<file path="src/rtl/cpu_defines.sv">
// Shared CPU definitions: hazard FSM states, bypass selects, divider latency.
package cpu_defines;

  typedef enum logic [1:0] {
    RUN      = 2'd0,
    DIV_BUSY = 2'd1,
    EXC_PEND = 2'd2
  } hz_state_e;

  localparam logic [1:0] FWD_RF = 2'b00;
  localparam logic [1:0] FWD_W  = 2'b01;
  localparam logic [1:0] FWD_M  = 2'b10;

  localparam int unsigned DIV_LAT_DEF = 34;

  // A producer hits a consumer index when it writes a non-zero register equal to it.
  function automatic logic reg_hit(input logic en, input logic [4:0] dst, input logic [4:0] src);
    return en && (dst != 5'd0) && (dst == src);
  endfunction

endpackage

</file>
<file path="src/rtl/fwd_unit.sv">
// Combinational bypass selection for the D and E stages.
module fwd_unit
  import cpu_defines::*;
(
  input  logic [4:0] rsD,
  input  logic [4:0] rtD,
  input  logic [4:0] rsE,
  input  logic [4:0] rtE,
  input  logic [4:0] writeregM,
  input  logic [4:0] writeregW,
  input  logic       regwriteM,
  input  logic       regwriteW,
  output logic       forwardAD,
  output logic       forwardBD,
  output logic [1:0] forwardAE,
  output logic [1:0] forwardBE
);

  // M has priority over W for E operands; D operands only bypass from M.
  always_comb begin
    forwardAE = FWD_RF;
    forwardBE = FWD_RF;
    if (reg_hit(regwriteM, writeregM, rsE))      forwardAE = FWD_M;
    else if (reg_hit(regwriteW, writeregW, rsE)) forwardAE = FWD_W;
    if (reg_hit(regwriteM, writeregM, rtE))      forwardBE = FWD_M;
    else if (reg_hit(regwriteW, writeregW, rtE)) forwardBE = FWD_W;
    forwardAD = reg_hit(regwriteM, writeregM, rsD);
    forwardBD = reg_hit(regwriteM, writeregM, rtD);
  end

endmodule

</file>
<file path="src/rtl/hazard_ctrl.sv">
// Pipeline hazard controller: stall/flush generation, divider occupancy FSM,
// exception recovery and front-end stall-cycle counting.
module hazard_ctrl
  import cpu_defines::*;
#(
  parameter int unsigned DIV_LAT = DIV_LAT_DEF
) (
  input  logic        clk,
  input  logic        resetn,
  input  logic        i_stall,
  input  logic        d_stall,
  input  logic [4:0]  rsD,
  input  logic [4:0]  rtD,
  input  logic [4:0]  rsE,
  input  logic [4:0]  rtE,
  input  logic [4:0]  writeregE,
  input  logic [4:0]  writeregM,
  input  logic        regwriteE,
  input  logic        regwriteM,
  input  logic        memtoregE,
  input  logic        memtoregM,
  input  logic        branchD,
  input  logic        divE,
  input  logic        exceptM,
  output logic        stallF,
  output logic        stallD,
  output logic        stallE,
  output logic        stallM,
  output logic        stallW,
  output logic        flushD,
  output logic        flushE,
  output logic        flushM,
  output logic        flushW,
  output logic        forwardAD,
  output logic        forwardBD,
  output logic [1:0]  forwardAE,
  output logic [1:0]  forwardBE,
  output logic        div_busy,
  output logic [31:0] stall_cnt
);

  localparam logic [5:0] DIV_LOAD = 6'(DIV_LAT - 1);

  hz_state_e   state, state_nx;
  logic [5:0]  cnt, cnt_nx;
  logic        done, done_nx;
  logic [31:0] stall_cnt_q;
  logic [4:0]  writeregW;
  logic        regwriteW;
  logic        lu_haz, br_haz, e_hold;
  logic        s_f, s_d, s_e, s_m, s_w, f_d, f_e, f_m, f_w;
  logic        fad, fbd;
  logic [1:0]  fae, fbe;

  // Hazard detection: load-use and branch operand dependencies.
  always_comb begin
    lu_haz = memtoregE && (writeregE != 5'd0) && ((writeregE == rsD) || (writeregE == rtD));
    br_haz = branchD &&
             (reg_hit(regwriteE, writeregE, rsD) || reg_hit(regwriteE, writeregE, rtD) ||
              (memtoregM && ((writeregM == rsD) || (writeregM == rtD))));
  end

  // Raw stall/flush requests, highest priority first: exception, dcache miss, divider, hazards.
  always_comb begin
    s_f = 1'b0; s_d = 1'b0; s_e = 1'b0; s_m = 1'b0; s_w = 1'b0;
    f_d = 1'b0; f_e = 1'b0; f_m = 1'b0; f_w = 1'b0;
    if (exceptM) begin
      f_d = 1'b1; f_e = 1'b1; f_m = 1'b1;
    end else begin
      if (state == EXC_PEND) f_d = 1'b1;
      if (d_stall) begin
        s_f = 1'b1; s_d = 1'b1; s_e = 1'b1; s_m = 1'b1; s_w = 1'b1; f_w = 1'b1;
      end else if (state == DIV_BUSY) begin
        s_f = 1'b1; s_d = 1'b1; s_e = 1'b1; f_m = 1'b1;
      end else if (lu_haz || br_haz) begin
        s_f = 1'b1; s_d = 1'b1; f_e = 1'b1;
      end
      // An icache miss only bubbles D when D is not already being held.
      if (i_stall) begin
        s_f = 1'b1;
        if (!s_d) f_d = 1'b1;
      end
    end
    e_hold = s_e && !f_e;
  end

  // Next state, divider countdown and per-instruction done flag.
  always_comb begin
    state_nx = state;
    cnt_nx   = cnt;
    done_nx  = done;
    if (!e_hold) done_nx = 1'b0;
    case (state)
      RUN: begin
        if (divE && !done && !exceptM && !d_stall) begin
          state_nx = DIV_BUSY;
          cnt_nx   = DIV_LOAD;
        end
      end
      DIV_BUSY: begin
        if (!d_stall) begin
          if (cnt == 6'd0) begin
            state_nx = RUN;
            done_nx  = 1'b1;
          end else begin
            cnt_nx = cnt - 6'd1;
          end
        end
      end
      EXC_PEND: begin
        if (!i_stall) state_nx = RUN;
      end
      default: state_nx = RUN;
    endcase
    if (exceptM) begin
      state_nx = i_stall ? EXC_PEND : RUN;
      cnt_nx   = '0;
      done_nx  = 1'b0;
    end
  end

  // State, divider counter and done flag registers.
  always_ff @(posedge clk or negedge resetn) begin
    if (!resetn) begin
      state <= RUN;
      cnt   <= '0;
      done  <= 1'b0;
    end else begin
      state <= state_nx;
      cnt   <= cnt_nx;
      done  <= done_nx;
    end
  end

  // Front-end stall-cycle counter, wraps naturally.
  always_ff @(posedge clk or negedge resetn) begin
    if (!resetn)  stall_cnt_q <= '0;
    else if (s_f) stall_cnt_q <= stall_cnt_q + 32'd1;
  end

  // W-stage destination is not a port: shadow M into W using our own flushW
  // (stallW can never take effect since W is flushed whenever it would stall).
  always_ff @(posedge clk or negedge resetn) begin
    if (!resetn) begin
      writeregW <= '0;
      regwriteW <= 1'b0;
    end else if (f_w) begin
      writeregW <= '0;
      regwriteW <= 1'b0;
    end else begin
      writeregW <= writeregM;
      regwriteW <= regwriteM;
    end
  end

  fwd_unit u_fwd (
    .rsD       (rsD),
    .rtD       (rtD),
    .rsE       (rsE),
    .rtE       (rtE),
    .writeregM (writeregM),
    .writeregW (writeregW),
    .regwriteM (regwriteM),
    .regwriteW (regwriteW),
    .forwardAD (fad),
    .forwardBD (fbd),
    .forwardAE (fae),
    .forwardBE (fbe)
  );

  // Output gating: flush wins over stall, everything quiet while in reset.
  always_comb begin
    stallF    = resetn && s_f;
    stallD    = resetn && s_d && !f_d;
    stallE    = resetn && s_e && !f_e;
    stallM    = resetn && s_m && !f_m;
    stallW    = resetn && s_w && !f_w;
    flushD    = resetn && f_d;
    flushE    = resetn && f_e;
    flushM    = resetn && f_m;
    flushW    = resetn && f_w;
    forwardAD = resetn && fad;
    forwardBD = resetn && fbd;
    forwardAE = resetn ? fae : '0;
    forwardBE = resetn ? fbe : '0;
    div_busy  = (state == DIV_BUSY);
    stall_cnt = stall_cnt_q;
  end

endmodule
</file>
<file path="config.mk">
export PLATFORM = sky130hd
export DESIGN_NAME = hazard_ctrl
export DESIGN_NICKNAME = d
export VERILOG_FILES = /design/src/rtl/cpu_defines.sv /design/src/rtl/fwd_unit.sv /design/src/rtl/hazard_ctrl.sv
export SDC_FILE = /design/constraint.sdc
export NUM_CORES = 1
export LEC_CHECK = 0
export CORE_ASPECT_RATIO = 2
export CORE_MARGIN = 2
export CORE_UTILIZATION = 35
export CTS_BUF_LIST = sky130_fd_sc_hd__clkbuf_4 sky130_fd_sc_hd__clkbuf_8
export CTS_CLUSTER_SIZE = 24
export DETAILED_ROUTE_END_ITERATION = 8
export PLACE_DENSITY = 0.71
export SKIP_CTS_REPAIR_TIMING = 1
export SYNTH_ARGS = -nofsm -noshare
export SYNTH_HDL_FRONTEND = slang
export SYNTH_SLANG_ARGS = --single-unit
</file>
<file path="constraint.sdc">
create_clock -name clk -period 2.2 [get_ports clk]
set_clock_uncertainty 0.1 [all_clocks]
set_input_delay 0.33 -clock clk [delete_from_list [all_inputs] [get_ports clk]]
set_output_delay 0.33 -clock clk [all_outputs]
set_load 0.05 [all_outputs]
</file>
### Word-level counts from Yosys, hierarchy flattened

Cells that the tools add are included.

* register bits: 47
* output and inout port bits: 48
* logic and storage cells: 121

* reductions and logical operators: 52
* eq/ne operators: 15
* multiplexer cells: 46
* add/sub/neg operators: 2

Operators with widths (count)
* $eq 5x5->1: 8
* $add 32x1->32 const B: 1
* $logic_and 1x1->1: 32
* $mux 1: 29
* $mux 6: 4
* $mux 2: 10
* $reduce_bool 5->1: 3
* $ne 3x3->1 const B: 4
* $pmux 6 s2: 1
* $reduce_and 4->1: 2
* $logic_not 1->1: 7
* $logic_not 6->1: 1
* $pmux 2 s3: 1
* $sub 6x1->6 const B: 1
* $logic_or 1x1->1: 5
* $mux 5: 1
* $ne 3x2->1 const B: 1
* $reduce_bool 3->1: 1
* $eq 2x1->1 const B: 1
* $eq 2x2->1 const B: 1
* $logic_not 2->1: 1

### Logic depth before layout (Yosys ltp)

* depth in word-level cells: 18
* mapped depth: 8
* gate-level depth less buffers: 8

### Cells and area by module

A second synthesis with hierarchy kept.

* cells, all modules: 322
* area, all modules: 3069.2 um^2

Modules (own cells, without submodules)
* hazard_ctrl: sequential area each 1176.1 um^2, area an instance 2661.3 um^2, cells each 269, times used 1
* fwd_unit: sequential area each 0.0 um^2, area an instance 407.9 um^2, cells each 53, times used 1

### Worst setup path before layout

Ideal clock, no wire load.

* path type: register -> output
* from: register state[0]
* to: output port stallF
* path slack: -1054 ps
* arrival: 2824 ps
* cell stages (with the launch flop): 8
* required time: 1770 ps
* cell sequence: dfrtp_1 buf_2 inv_1 nor2_1 or3_1 a211oi_2 buf_2 nor3_1

* word-level cells in the longest chain between the ends: 6

RTL lines
* start: declaration: RTL line hazard_ctrl.sv:44 `hz_state_e state, state_nx;`
* start signal: assignment: RTL line hazard_ctrl.sv:129 `state <= state_nx;`
* $eq 2x1->1
* named net div_busy: RTL line hazard_ctrl.sv:38 `output logic div_busy,`
* $mux 1: RTL line hazard_ctrl.sv:73 `end else if (state == DIV_BUSY) begin`
* $mux 1: RTL line hazard_ctrl.sv:71 `if (d_stall) begin`
* $mux 1: RTL line hazard_ctrl.sv:79 `if (i_stall) begin`
* $mux 1: RTL line hazard_ctrl.sv:67 `if (exceptM) begin`
* $logic_and 1x1->1: RTL line hazard_ctrl.sv:173 `stallF = resetn && s_f;`
* end: declaration: RTL line hazard_ctrl.sv:25 `output logic stallF,`

The timed path passes the listed nets, and every way through them passes these cells.

### Worst setup path in the final report

* from: input port rsE[3]
* to: output port forwardAE[0]

* word-level cells in the longest chain between the ends: 5
* elaborated cells on any way between the ends: 7
* classes of those cells: eq/ne: 2; mux: 3; reduce/logical: 2

RTL lines
* start: declaration: RTL line hazard_ctrl.sv:14 `input logic [4:0] rsE,`
* $eq 5x5->1: RTL line cpu_defines.sv:18 `return en && (dst != 5'd0) && (dst == src);`
* $logic_and 1x1->1: RTL line cpu_defines.sv:18
* $mux 1: RTL line fwd_unit.sv:24 `else if (reg_hit(regwriteW, writeregW, rsE)) forwardAE = FWD_W;`
* $mux 2 *: RTL line fwd_unit.sv:23 `if (reg_hit(regwriteM, writeregM, rsE)) forwardAE = FWD_M;`
* $mux 2 *: RTL line hazard_ctrl.sv:184 `forwardAE = resetn ? fae : '0;`
* end: declaration: RTL line hazard_ctrl.sv:36 `output logic [1:0] forwardAE,`

Every way passes the cells marked *; elsewhere a longest branch is shown, timed or not.

==> results.yml <==
floorplanning:
  die_w_um: 69.0
  die_h_um: 134
  initial_core_util_pct: 35.9
  dieArea_mm2: 0.00923
  num_rows: 47
  io_pins: 89
  fp.coreArea_mm2: 0.00823
layout:
  diodes: 0
  fin_nets: 490
  drive_above_1_share_pct: 29.3
  final_cells: 545
  area_growth_pct: 60.6
setup_path:
  cp_max_fo: 2
  reg2reg_depth: 8
  reg2reg_from: "state[1]"
  start_kind: "primary input"
  r2r-end: "stall_cnt[7]"
  rrSetupSlack_ps: 130
  path_class: "in -> out"
  endpoint_kind: "primary output"
  required_ps: 1770
  cp.arrival_ps: 1850
place:
  place_inst: 532
  pre_cts_slack_ps: -571
  hpwl_um: 6760
  place_congestion: 0.807
  io_buffers: 87
sta:
  finalCriticalPeriod_ps: 2280
  hold_viol: 0
  rsz0062_at_grt: "true"
  period_share_pct: 104
  slew_headroom_pct: 50.5
  tns_ps: -109
  tightest_slew_ps: 741
  max_freq_mhz: 439
  drv_slew: 0
  setup_viol: 2
  whs_ps: 145
  setup_slack_ps: -78.6
synth:
  synthesis.area_mm2: 0.00295
  synth_edf_count: 0
  synth_commonest_cells: "dfrtp_1, xor2_1, xnor2_1"
  synth_top_family_by_area: "simple AND/OR/NAND/NOR gates"
  synth_area_leaders: "dfrtp_1, xor2_1, xnor2_1, nor3_1, nand2_1"
  synthAdderAreaFrac_pct: 1.27
  yosys_warnings: 0
  ys.flop_type: "dfrtp_1"
  ys_ff_latch: 47
  async_flop_share_pct: 100
  synth-compound-area-share_pct: 5.55
  yosysMostFrequentCell: "dfrtp_1"
  seq_area_frac_synth_pct: 39.8
  synth.distinct_cells: 46
  synth_top_area_cell: "dfrtp_1"
  netlist_instances: 317
  synth_top_area_share_pct: 39.8
  synthMuxAreaShare_pct: 0.720
  synthXorXnorAreaFrac_pct: 21.1
  synth_simple_gate_area_share_pct: 28.1
  syn-num-nets: 361
  synth.avg_cell_area_um2: 9.31
detailed_routing:
  postRouteAntennaNets: 0
  via_count: 2831
  wl_um: 8820
  viasPerCell: 5.19
  post_drt_wl_per_cell_um: 16.2
  first_pass_iters: 4
  route.detailed.drc: 0
  first_iter_violations: 48
grt:
  grt_usage_pct: 19.8
  grt_overflow: 0
  grt_pass1_wl_um: 13800
  antenna_found_initial: 0
  first_global_vias: 2938
  grt_max_degree: 32
status:
  violations: "setup timing"
  status: "finished with violations"
cts:
  numClockSinks: 47
  path_clk_slew_ps: 90
  numCtsBuffers: 5
  cts_tree: "done"
  cts_max_path_buffers: 2
  clk_latency_ps: 320
  cts_root_buf: "clkbuf_8"
  htree_levels: 2
power_and_ir_drop:
  ir_drop_v: 0.000606
  p_leak_nw: 2.18
  cellPowerDensity_mw_per_mm2: 570
min_path:
  hp-class: "in -> async"
run:
  cap_violations: 0
[cell families after synthesis]
group,count (synthesis)
buffers and inverters,22
AO/OA/AOI/OAI,26
other,1
multiplexers,2
XOR/XNOR,71
flip-flops,47
adder cells (fa/ha/maj),3
AND/OR/NAND/NOR,145
[layout make-up]
class,instances,area [µm²]
fillers,729,3490
multi-input cells,248,1890
repair buffers,137,1400
flip-flops and latches,47,1190
well taps,98,123
clock buffers,5,68.8
clock inverters,3,47.5
inverters,7,26.3
[through the flow]
stage	util (%)	total power, mW	cell area [µm²]
floorplan	-	1.57	3010
global placement	53.7	1.97	4420
detailed placement	53.7	2.00	4420
CTS	55.1	2.69	4540
global route	57.6	2.83	4740
finish	57.6	2.70	4740
[cells in the final DEF (no fill, tap or decap), types with 4 or more instances in the layout]
| cell | count |
|---|---|
| a21oi_1 | 7 |
| and2_1 | 10 |
| buf_12 | 15 |
| buf_4 | 45 |
| buf_6 | 4 |
| clkbuf_2 | 8 |
| clkbuf_8 | 5 |
| clkdlybuf4s50_1 | 48 |
| dfrtp_1 | 39 |
| dfrtp_2 | 8 |
| dlymetal6s2s_1 | 13 |
| inv_1 | 6 |
| nand2_1 | 23 |
| nand3_1 | 14 |
| nand4_1 | 8 |
| nor2_1 | 18 |
| nor3_1 | 19 |
| nor3_2 | 4 |
| nor3b_1 | 4 |
| nor4_1 | 8 |
| nor4b_1 | 4 |
| xnor2_1 | 27 |
| xor2_1 | 40 |
[routing by layer]
metal | vias to the layer above | track usage (%) | part of all wire [%]
met5 | - | 0 | 0
met4 | 0 | 8.93 | 2.7
met3 | 17 | 3.19 | 4.1
met2 | 72 | 36.3 | 56
met1 | 1395 | 20.9 | 37
li1 | 1347 | - | -
[flip-flops by register name (all words and copies together) (netlist names)]
register / flops
writeregW: 5
stall_cnt: 32
state: 2
regwriteW: 1
cnt: 6
done: 1
[worst max-delay path, cell delays in order]
cell and delay, ps:
clkdlybuf4s50_1 450, buf_4 160, xor2_1 140, nor3_2 200, nand3_1 170, nor3_4 240, buf_12 160
[worst max-delay path by stage]
stage	slack (ps)	startpoint	end
after CTS	-600	writeregM[2]	forwardAE[1]
after global placement	-610	writeregM[2]	forwardAE[1]
final	-80	rsE[3]	forwardAE[0]
after floorplan	-310	writeregM[1]	forwardAD
after detailed placement	-570	writeregM[2]	forwardBE[1]
after global routing	-120	rsE[3]	forwardAE[0]
[power by group]
group | total, mW | leakage (nW) | internal, mW | switching (mW)
Sequential | 1.04 | 0.603 | 0.940 | 0.0971
Clock | 0.678 | 0.0587 | 0.345 | 0.333
Combinational | 0.988 | 1.52 | 0.416 | 0.572
Note: power is estimated with default switching activity, not from simulation.
